File: src/rtl/overture_io_pkg.sv
`default_nettype none
// +----------------------------------------------------------------------------+
// | Module      : overture_io_pkg                                              |
// | Description : Shared constants and types for the OVERTURE byte-stream port |
// | Revision    : 1.0 - initial release                                        |
// +----------------------------------------------------------------------------+
package overture_io_pkg;

    localparam int OVERTURE_DATA_W = 8;

    localparam int FLAG_UNDERFLOW = 0;
    localparam int FLAG_OVERFLOW  = 1;

    typedef logic [OVERTURE_DATA_W-1:0] data_t;

endpackage
`default_nettype wire

File: src/rtl/overture_io_fifo.sv
`default_nettype none
// +----------------------------------------------------------------------------+
// | Module      : overture_io_fifo                                             |
// | Description : Show-ahead synchronous FIFO, level-based full/empty, no      |
// |               fall-through; a push into a full FIFO lands if it pops too.  |
// | Revision    : 1.0 - initial release                                        |
// +----------------------------------------------------------------------------+
module overture_io_fifo #(
    parameter int WIDTH = 8,
    parameter int DEPTH = 16
) (
    input  logic                       clk,
    input  logic                       rst,
    input  logic                       push,
    input  logic [WIDTH-1:0]           push_data,
    input  logic                       pop,
    output logic [WIDTH-1:0]           head,
    output logic                       full,
    output logic                       empty,
    output logic [$clog2(DEPTH+1)-1:0] level
);

    localparam int c_PTR_W = $clog2(DEPTH);
    localparam int c_LVL_W = $clog2(DEPTH + 1);

    logic [WIDTH-1:0]   r_mem [DEPTH];
    logic [c_PTR_W-1:0] r_wr_ptr;
    logic [c_PTR_W-1:0] r_rd_ptr;
    logic [c_LVL_W-1:0] r_level;
    logic               w_pop_ok;
    logic               w_push_ok;

    assign full      = (r_level == c_LVL_W'(DEPTH));
    assign empty     = (r_level == '0);
    assign level     = r_level;
    assign w_pop_ok  = pop & ~empty;
    assign w_push_ok = push & (~full | w_pop_ok);
    // Forced to zero when empty so the head reads 0 straight after reset.
    assign head      = empty ? '0 : r_mem[r_rd_ptr];

    always_ff @(posedge clk) begin
        if (!rst) begin
            r_wr_ptr <= '0;
            r_rd_ptr <= '0;
            r_level  <= '0;
        end else begin
            if (w_push_ok) r_wr_ptr <= r_wr_ptr + c_PTR_W'(1);
            if (w_pop_ok)  r_rd_ptr <= r_rd_ptr + c_PTR_W'(1);
            case ({w_push_ok, w_pop_ok})
                2'b10:   r_level <= r_level + c_LVL_W'(1);
                2'b01:   r_level <= r_level - c_LVL_W'(1);
                default: r_level <= r_level;
            endcase
        end
    end

    always_ff @(posedge clk) begin
        if (w_push_ok) r_mem[r_wr_ptr] <= push_data;
    end

endmodule
`default_nettype wire

File: src/rtl/overture_io_port.sv
`default_nettype none
// +----------------------------------------------------------------------------+
// | Module      : overture_io_port                                             |
// | Description : Buffered byte-stream I/O between the OVERTURE core handshake |
// |               and external valid/ready streams. Define                     |
// |               OVERTURE_IO_LOOPBACK_EN to add the output->input loopback.   |
// | Revision    : 1.0 - initial release                                        |
// +----------------------------------------------------------------------------+
module overture_io_port
    import overture_io_pkg::*;
#(
    parameter int              DATA_W      = OVERTURE_DATA_W,
    parameter int              IN_DEPTH    = 16,
    parameter int              OUT_DEPTH   = 16,
    parameter logic [DATA_W-1:0] EMPTY_VALUE = '0
) (
    input  logic                           clk,
    input  logic                           rst,
`ifdef OVERTURE_IO_LOOPBACK_EN
    input  logic                           loopback,
`endif
    input  logic                           arch_input_enable,
    output logic [DATA_W-1:0]              arch_input_value,
    input  logic                           arch_output_enable,
    input  logic [DATA_W-1:0]              arch_output_value,
    input  logic                           ext_in_valid,
    input  logic [DATA_W-1:0]              ext_in_data,
    output logic                           ext_in_ready,
    output logic                           ext_out_valid,
    output logic [DATA_W-1:0]              ext_out_data,
    input  logic                           ext_out_ready,
    output logic [$clog2(IN_DEPTH+1)-1:0]  in_level,
    output logic [$clog2(OUT_DEPTH+1)-1:0] out_level,
    output logic                           in_underflow,
    output logic                           out_overflow,
    input  logic                           clr_flags
);

    logic              w_lb;
    logic              w_in_full;
    logic              w_in_empty;
    logic [DATA_W-1:0] w_in_head;
    logic              w_in_push;
    logic [DATA_W-1:0] w_in_push_data;
    logic              w_in_pop;
    logic              w_out_full;
    logic              w_out_empty;
    logic [DATA_W-1:0] w_out_head;
    logic              w_out_pop;
    logic              w_lb_xfer;
    logic              w_read_fire;
    logic [1:0]        w_flag_set;
    logic              r_enable_q;
    logic [DATA_W-1:0] r_arch_value;
    logic [1:0]        r_flags;

`ifdef OVERTURE_IO_LOOPBACK_EN
    assign w_lb = loopback;
`else
    assign w_lb = 1'b0;
`endif

    // Ready depends on registered fullness only, never on ext_in_valid.
    assign ext_in_ready   = ~w_in_full & ~w_lb;
    assign ext_out_valid  = ~w_out_empty & ~w_lb;
    assign ext_out_data   = w_out_head;

    assign w_lb_xfer      = w_lb & ~w_out_empty & ~w_in_full;
    assign w_in_push      = w_lb ? w_lb_xfer : (ext_in_valid & ext_in_ready);
    assign w_in_push_data = w_lb ? w_out_head : ext_in_data;
    assign w_out_pop      = w_lb ? w_lb_xfer : (ext_out_valid & ext_out_ready);

    assign w_read_fire    = arch_input_enable & ~r_enable_q;
    assign w_in_pop       = w_read_fire & ~w_in_empty;

    always_comb begin
        w_flag_set                 = '0;
        w_flag_set[FLAG_UNDERFLOW] = w_read_fire & w_in_empty;
        w_flag_set[FLAG_OVERFLOW]  = arch_output_enable & w_out_full & ~w_out_pop;
    end

    always_ff @(posedge clk) begin
        if (!rst) begin
            r_enable_q   <= 1'b0;
            r_arch_value <= '0;
            r_flags      <= '0;
        end else begin
            r_enable_q <= arch_input_enable;
            if (!arch_input_enable) begin
                r_arch_value <= '0;
            end else if (w_read_fire) begin
                r_arch_value <= w_in_empty ? EMPTY_VALUE : w_in_head;
            end
            // A set in the same cycle as clear wins.
            r_flags <= w_flag_set | (r_flags & {2{~clr_flags}});
        end
    end

    assign arch_input_value = r_arch_value;
    assign in_underflow     = r_flags[FLAG_UNDERFLOW];
    assign out_overflow     = r_flags[FLAG_OVERFLOW];

    overture_io_fifo #(
        .WIDTH (DATA_W),
        .DEPTH (IN_DEPTH)
    ) u_in_fifo (
        .clk       (clk),
        .rst       (rst),
        .push      (w_in_push),
        .push_data (w_in_push_data),
        .pop       (w_in_pop),
        .head      (w_in_head),
        .full      (w_in_full),
        .empty     (w_in_empty),
        .level     (in_level)
    );

    overture_io_fifo #(
        .WIDTH (DATA_W),
        .DEPTH (OUT_DEPTH)
    ) u_out_fifo (
        .clk       (clk),
        .rst       (rst),
        .push      (arch_output_enable),
        .push_data (arch_output_value),
        .pop       (w_out_pop),
        .head      (w_out_head),
        .full      (w_out_full),
        .empty     (w_out_empty),
        .level     (out_level)
    );

endmodule
`default_nettype wire

File: config.mk
export PLATFORM = sky130hd
export DESIGN_NAME = overture_io_port
export DESIGN_NICKNAME = d
export VERILOG_FILES = /design/src/rtl/overture_io_pkg.sv /design/src/rtl/overture_io_fifo.sv /design/src/rtl/overture_io_port.sv
export SDC_FILE = /design/constraint.sdc
export NUM_CORES = 1
export LEC_CHECK = 0
export CAP_MARGIN = 10
export CORE_MARGIN = 2
export CORE_UTILIZATION = 60
export CTS_CLUSTER_DIAMETER = 30
export DETAILED_ROUTE_END_ITERATION = 10
export PLACE_DENSITY = 0.86
export SYNTH_ARGS = -nofsm -noshare
export SYNTH_HDL_FRONTEND = slang
export SYNTH_SLANG_ARGS = --single-unit
export TNS_END_PERCENT = 10
File: constraint.sdc
create_clock -name clk -period 3.4 [get_ports clk]
set_input_delay 0.85 -clock clk [delete_from_list [all_inputs] [get_ports clk]]
set_output_delay 0.85 -clock clk [all_outputs]
set_load 0.05 [all_outputs]
==> results.md, run 1 <==
* Depth of the worst hold-timing path at 2
* Final hold slack at 483 ps
* Asr flop ratio synth at 0%
* Die width at 145 um
* Die area at 21,100 um2
* Post-route insts no fill at 1,064
* DRC viols at 0
* Vias in the first global route at 6,753
* HPWL after DPL at 15,400 um
* Clock Latency Late Sink at 570 ps
* DRT iter0 DRCs at 644
* Die extent in y at 145 um
* CTS buffer count at 46
* Post-synth EDFFs at 256
* Worst Hold Launch: r_flags[1]
* Yosys cell types at 46
* Detailed-route via count at 6,564
* RR Endpoint: u_in_fifo.level[2]
* Diode count at 0
* Worst-margin pin slew at 1160 ps
* Setup_tns at 0 ps
* Avg Cell Area, Syn at 18.2 um2
* Period utilization at 96.2%
* Synth Cell Area at 12,000 um2
* First-pass GRT wire length at 40,500 um
* # fillers at 1,046
* Worst flop-to-flop path startpoint: u_in_fifo.level[1]
* Final core occ at 75.8%
* Nets at 799
* Core ar. at 19,500 um2
* GRT overflow at 0
* Hold crit path type: register to register
* Setup violators final at 0
* Mapped Nets at 696
* Gate Count Post-Synth at 658
* Maxcap violations at 0
* Final WL at 26,400 um
* Seq/Total Area, Yosys at 71.8%
* Number of H-tree levels at 2
* Max rail drop VDD at 0.534 mV
* IO buf count at 52
* Final Hold Vio Count at 0
* Fraction of layout cells with a size suffix above 1 at 24.7%
* Leakage at 4.98 nW
* Root Driver: clkbuf_16
* DRT Pass-1 Iters at 5
* Cells after DPL at 978
* Io pins at 53
* CTS sink count at 301
* Final RePlAce weighted congestion at 0.796
* Initial core utilization at 61.3%
* CP max FO at 32
* Routed Antenna Nets at 0
* Largest net degree at the start of global routing at 36
* Clk slew on worst S/H paths at 60 ps
* Multi-input logic area at 3190 um2
* Req. time, crit path at 2550 ps
* # Post-CTS Setup Buffers at 0
* CP Class: register to primary output
* Longest Clk Path Bufs at 3
* Fin crit period at 3270 ps
* Pwr per Cell Area at 813 nW/um2
* Synth warn at 0
* Clock Skews at 46.3 ps
* R2r worst-path depth at 10
* CTS tree: done
* Endpoint type of the worst setup path: primary output
* RSZ-0062 raised after global routing: no
* WL/cell at 24.8 um
* Worst Path Arrival at 2420 ps
* Max-slew violation count at 0
* R2R setup slack at 830 ps
* Run status: completed
* Vias per Instance at 6.17
* GRT Overall Usage at 25.5%
* Rel. slew slack at 22.8%
* Area growth syn-to-layout at 23.6%
* Core Rows at 51
* Most used DFF post-synth: edfxtp_1
* Post-CTS Resized at 0
* CP startpoint kind: register
* Fmax at 306 MHz
* Hold EP: r_flags[1]
* Hold_buf cts at 0
* Flops & latches, synth at 301
* Reg area at 8590 um2
* Initial antenna violation count at 1
[synth_stat cells (2+ instances only)]
| cell type | count | area share (%) |
|---|---|---|
| a211o_1 | 8 | 0.59 |
| a21boi_0 | 5 | 0.31 |
| a21oi_1 | 4 | 0.17 |
| and2_1 | 25 | 1.3 |
| buf_1 | 5 | 0.16 |
| buf_2 | 7 | 0.29 |
| buf_4 | 2 | 0.13 |
| clkbuf_1 | 16 | 0.50 |
| dfxtp_1 | 45 | 7.5 |
| edfxtp_1 | 256 | 64 |
| ha_1 | 15 | 1.6 |
| inv_1 | 13 | 0.41 |
| mux2i_1 | 39 | 3.3 |
| mux4_2 | 64 | 12 |
| nand2_1 | 21 | 0.66 |
| nand2b_1 | 8 | 0.42 |
| nand3_1 | 8 | 0.33 |
| nand4_1 | 6 | 0.31 |
| nor2_1 | 41 | 1.3 |
| nor2b_1 | 6 | 0.31 |
| nor3_1 | 9 | 0.38 |
| nor4_1 | 4 | 0.21 |
| nor4_4 | 2 | 0.36 |
| o21ai_0 | 4 | 0.17 |
| o22ai_1 | 9 | 0.47 |
| or3_1 | 2 | 0.10 |
| xnor2_1 | 13 | 0.95 |
| xor2_1 | 3 | 0.22 |
[layer usage]
| layer | vias to the layer above | part of all wire [%] | track usage, % |
|---|---|---|---|
| met5 | - | 0.049 | 0 |
| met4 | 2 | 3.1 | 9.41 |
| met2 | 326 | 52 | 44.0 |
| met3 | 77 | 6.7 | 4.72 |
| met1 | 3344 | 38 | 32.7 |
| li1 | 2815 | - | - |
[stage by stage]
step	cell area (um2)	setup WS, ps	power, mW
3_3_place_gp	13000	446	6.75
6_report	14800	129	12.0
3_5_place_dp	13000	281	6.86
4_1_cts	14800	53.6	12.1
5_1_grt	14800	0.947	12.4
2_1_floorplan	12000	353	5.99
[cell usage in the layout (no fill, tap or decap), drive strengths merged, types with 9 or more instances in the layout]
master / count
edfxtp: 256
mux4: 64
clkbuf: 53
dfxtp: 45
clkdlybuf4s50: 44
buf: 42
nor2: 41
mux2i: 39
and2: 25
inv: 23
nand2: 21
ha: 15
xnor2: 13
clkinv: 10
o22ai: 9
nor3: 9
bufinv: 9
nand2b: 9
[state kept, by name, summed over array words and instances, names as in the netlist, named ones only]
signal	flops
arch_input_value	8
u_in_fifo.level	5
u_out_fifo.r_mem	128
u_out_fifo.r_wr_ptr	4
r_flags	2
u_in_fifo.r_rd_ptr	4
r_enable_q	1
u_out_fifo.level	5
u_out_fifo.r_rd_ptr	4
u_in_fifo.r_mem	128
u_in_fifo.r_wr_ptr	4
[critical path, cell delays in order, from the launching register on]
cell and delay [ps]:
dfxtp_2 340, buf_12 260, mux4_2 550, mux2i_1 320, o22ai_1 180, buf_12 180
[report_power, final]
group | switching (mW) | internal (mW) | leakage, nW | total [mW]
registers | 0.220 | 4.18 | 2.68 | 4.40
clock network | 1.82 | 3.38 | 0.844 | 5.20
logic | 1.38 | 1.03 | 1.46 | 2.42
total | 3.42 | 8.60 | 4.98 | 12.0
[logic make-up after synthesis]
group / synth area share [%]
muxes: 15.3
xor gates and xnor gates: 1.17
adders and majority gates: 1.57
buffers and inverters: 1.58
AOI/OAI and AO/OA: 2.60
and+or+nand+nor: 6.02
DFF: 71.8
[final cells by class]
| cell class | instances | share of cell area, % |
|---|---|---|
| inverters | 13 | 0.330 |
| flip-flops and latches | 301 | 58.1 |
| clock inverters | 33 | 3.54 |
| repair buffers | 86 | 5.87 |
| multi-input cells | 313 | 21.6 |
| well taps | 265 | 2.24 |
| clock buffers | 53 | 8.38 |
[how the worst max path moves through the flow]
| stage | slack [ps] | end | startpoint |
|---|---|---|---|
| 3_3_place_gp | 450 | u_in_fifo.level[2] | ext_in_valid |
| 2_1_floorplan | 350 | ext_out_data[6] | u_out_fifo.level[1] |
| 6_report | 130 | ext_out_data[5] | register |
| 5_1_grt | 0.9 | ext_out_data[6] | register |
| 4_1_cts | 50 | ext_out_data[6] | register |
| 3_5_place_dp | 280 | u_in_fifo.level[2] | ext_in_valid |
Power figures use the tool's default switching activity.
==> inputs of run 2 (changes only) <==
--- a/config.mk
+++ b/config.mk
@@ -7,10 +7,10 @@
 export LEC_CHECK = 0
 export CAP_MARGIN = 10
 export CORE_MARGIN = 2
-export CORE_UTILIZATION = 60
+export CORE_UTILIZATION = 54
 export CTS_CLUSTER_DIAMETER = 30
 export DETAILED_ROUTE_END_ITERATION = 10
-export PLACE_DENSITY = 0.86
+export PLACE_DENSITY = 0.82
 export SYNTH_ARGS = -nofsm -noshare
 export SYNTH_HDL_FRONTEND = slang
 export SYNTH_SLANG_ARGS = --single-unit
==> constraint.sdc (replaced) <==
create_clock -name clk -period 2.9 [get_ports clk]
set_input_delay 0.725 -clock clk [delete_from_list [all_inputs] [get_ports clk]]
set_output_delay 0.725 -clock clk [all_outputs]
set_load 0.05 [all_outputs]
==> results.md, run 2 (synthesis gave the netlist of run 1 again) <==
* Post-DP Area at 13,100 um2 (was 13,000 um2)
* Core ar. at 21,800 um2 (was 19,500 um2)
* Fraction of layout cells with a size suffix above 1 at 28.9% (was 24.7%)
* Clk slew on worst S/H paths at 50 ps (was 60 ps)
* Worst-margin pin slew at 741 ps (was 1160 ps)
* Period utilization at 106%
* Number of H-tree levels at 2 (unchanged)
* Failing checks: negative setup slack
* WL/cell at 24.3 um (was 24.8 um)
* Setup_tns at -645 ps (was 0 ps)
* Hold_buf cts at 0 (unchanged)
* CP delay by family, top: multiplexers (unchanged)
* Commonest non-fill, non-tap cells in the layout: 256 x edfxtp_1, 64 x mux4_2, 53 x clkbuf_16 (was 256 x edfxtp_1, 64 x mux4_2, 48 x clkbuf_16)
* Endpoint type of the worst setup path: primary output (unchanged)
* Pwr per Cell Area at 957 nW/um2 (was 813 nW/um2)
* DRT Pass-1 Iters at 5 (unchanged)
* Vias per Instance at 5.96 (was 6.17)
* Routed Antenna Nets at 0 (unchanged)
* Run status: finished with violations (was completed)
* Sequential power share at 35.2% (was 36.6%)
* Fin crit period at 3080 ps
* Setup violators final at 8 (was 0)
* Maxcap violations at 0 (unchanged)
* CP startpoint kind: register (unchanged)
* First-pass GRT wire length at 40,900 um (was 40,500 um)
* Largest net degree at the start of global routing at 33 (was 36)
* CTS tree: done (unchanged)
* CP max stage cell: mux4_2 (unchanged)
* Area growth syn-to-layout at 27.1% (was 23.6%)
* CTS buffer count at 51 (was 46)
* Commonest non-fill, non-tap cell in the layout: edfxtp_1 (unchanged)
* Max-slew violation count at 0 (unchanged)
* Nets at 816 (was 799)
* CTS sink count at 301 (unchanged)
* Die area at 23,400 um2 (was 21,100 um2)
* DRC viols at 0 (unchanged)
* GRT overflow at 0 (unchanged)
* Req. time, crit path at 2170 ps (was 2550 ps)
* Fmax at 325 MHz
* Leakage at 5.14 nW (was 4.98 nW)
* Post-route design area at 15,200 um2 (was 14,800 um2)
* Root Driver: clkbuf_16 (unchanged)
* Setup WS post-layout at -179 ps (was 129 ps)
* Die extent in y at 153 um (was 145 um)
* Longest Clk Path Bufs at 3 (unchanged)
* WP buf/inv at 2 (unchanged)
* Worst Path Arrival at 2350 ps (was 2420 ps)
* Net Sw Frac at 28.4% (was 28.5%)
* Clk pwr share at 43.2% (was 43.3%)
* CP peak stage delay at 570 ps (was 550 ps)
* Final Hold Vio Count at 0 (unchanged)
* Clock Skews at 20.9 ps (was 46.3 ps)
* Clock Latency Late Sink at 560 ps (was 570 ps)
* IO buf count at 52 (unchanged)
* HPWL after DPL at 15,300 um (was 15,400 um)
* Final WL at 26,800 um (was 26,400 um)
* CP max FO at 8 (was 32)
* RSZ-0062 raised after global routing: yes (was no)
* Worst-path cell chain: buf_16, mux4_2, mux2i_4, o22ai_4, buf_12 (was buf_12, mux4_2, mux2i_1, o22ai_1, buf_12)
* Vias in the first global route at 7,043 (was 6,753)
* Post-route insts no fill at 1,101 (was 1,064)
* DRT iter0 DRCs at 529 (was 644)
* Initial core utilization at 54.8% (was 61.3%)
* # fillers at 1,258 (was 1,046)
* Internal at 10.4 mW (was 8.60 mW)
* Die width at 153 um (was 145 um)
* Cells after DPL at 1,000 (was 978)
* Switch Pwr at 4.14 mW (was 3.42 mW)
* GRT Overall Usage at 23.2% (was 25.5%)
* Io pins at 53 (unchanged)
* Initial antenna violation count at 0 (was 1)
* Rel. slew slack at 50.5% (was 22.8%)
* CP Class: register to primary output (unchanged)
* Core Rows at 54 (was 51)
* Diode count at 0 (unchanged)
* Final hold slack at 468 ps (was 483 ps)
* Comb pwr share at 21.6% (was 20.1%)
* Hold crit path type: register to register (unchanged)
* Max rail drop VDD at 0.631 mV (was 0.534 mV)
* Final RePlAce weighted congestion at 0.781 (was 0.796)
* Detailed-route via count at 6,567 (was 6,564)
## run 2: cell count changes in the layout (fill, tap and decap cells not counted), moves of 3 or more
cell and delta:
mux2i_1 -13, buf_4 +7, mux2i_4 +7, mux2i_2 +6
o22ai_1 -6, clkbuf_16 +5, clkinv_2 +5, o22ai_2 +5
clkbuf_1 +3, clkbuf_8 +3
## run 2: timing repair
item / 4_1_cts / 5_1_grt
cloned: 1 / 0
pin swaps: 3 / 0
gates resized for setup: 33 / 4
endpoints found under the setup margin: 10 / 8
buffers inserted: 2 / 2
## run 2: through the flow
step,util (%),setup slack (ps),total power [mW]
floorplan,-,-22.0,7.03
global placement,60.2,103,7.99
finish,69.7,-179,14.6
CTS,69.5,-112,14.6
global route,69.7,-209,15.0
detailed placement,60.2,-104,8.09
## run 2: worst paths after layout
path / cells past startpoint / slack [ps] / start / end
max reg2reg: 11 / 300 / u_in_fifo.level[1] / u_in_fifo.level[4]
min reg2reg: 1 / 470 / arch_input_value[7] / arch_input_value[7]
max: 5 / -180 / register / ext_out_data[0]
min: 1 / 470 / arch_input_value[7] / arch_input_value[7]
## run 2: power groups by stage
stage,clock network (mW),logic (mW),registers (mW)
floorplan,0,1.67,5.35
global placement,0,2.82,5.17
detailed placement,0,2.90,5.19
CTS,6.36,3.10,5.12
global route,6.55,3.30,5.14
finish,6.29,3.14,5.12
## run 2: area by class of cell
type | instances | area (um2) | area share (%)
inverter | 13 | 48.8 | 0.321
sequential | 301 | 8590 | 56.5
clock inverter | 32 | 432 | 2.84
tap | 280 | 350 | 2.30
multi-input combinational | 313 | 3350 | 22.0
timing repair buffer | 98 | 1020 | 6.68
clock buffer | 64 | 1420 | 9.32
## run 2: per-layer routing
layer  track usage, %  part of all wire, %
met3             4.56                  5.9
met4             9.52                  3.2
met5                0                    0
met2             41.9                   54
met1             27.2                   37
==> inputs of run 3 (changes only) <==
--- a/config.mk
+++ b/config.mk
@@ -11,6 +11,7 @@
 export CTS_CLUSTER_DIAMETER = 30
 export DETAILED_ROUTE_END_ITERATION = 10
 export PLACE_DENSITY = 0.82
+export SLEW_MARGIN = 0
 export SYNTH_ARGS = -nofsm -noshare
 export SYNTH_HDL_FRONTEND = slang
 export SYNTH_SLANG_ARGS = --single-unit
==> results of run 3 <==
The final DEF is identical to that of run 2; final timing and power are the same.
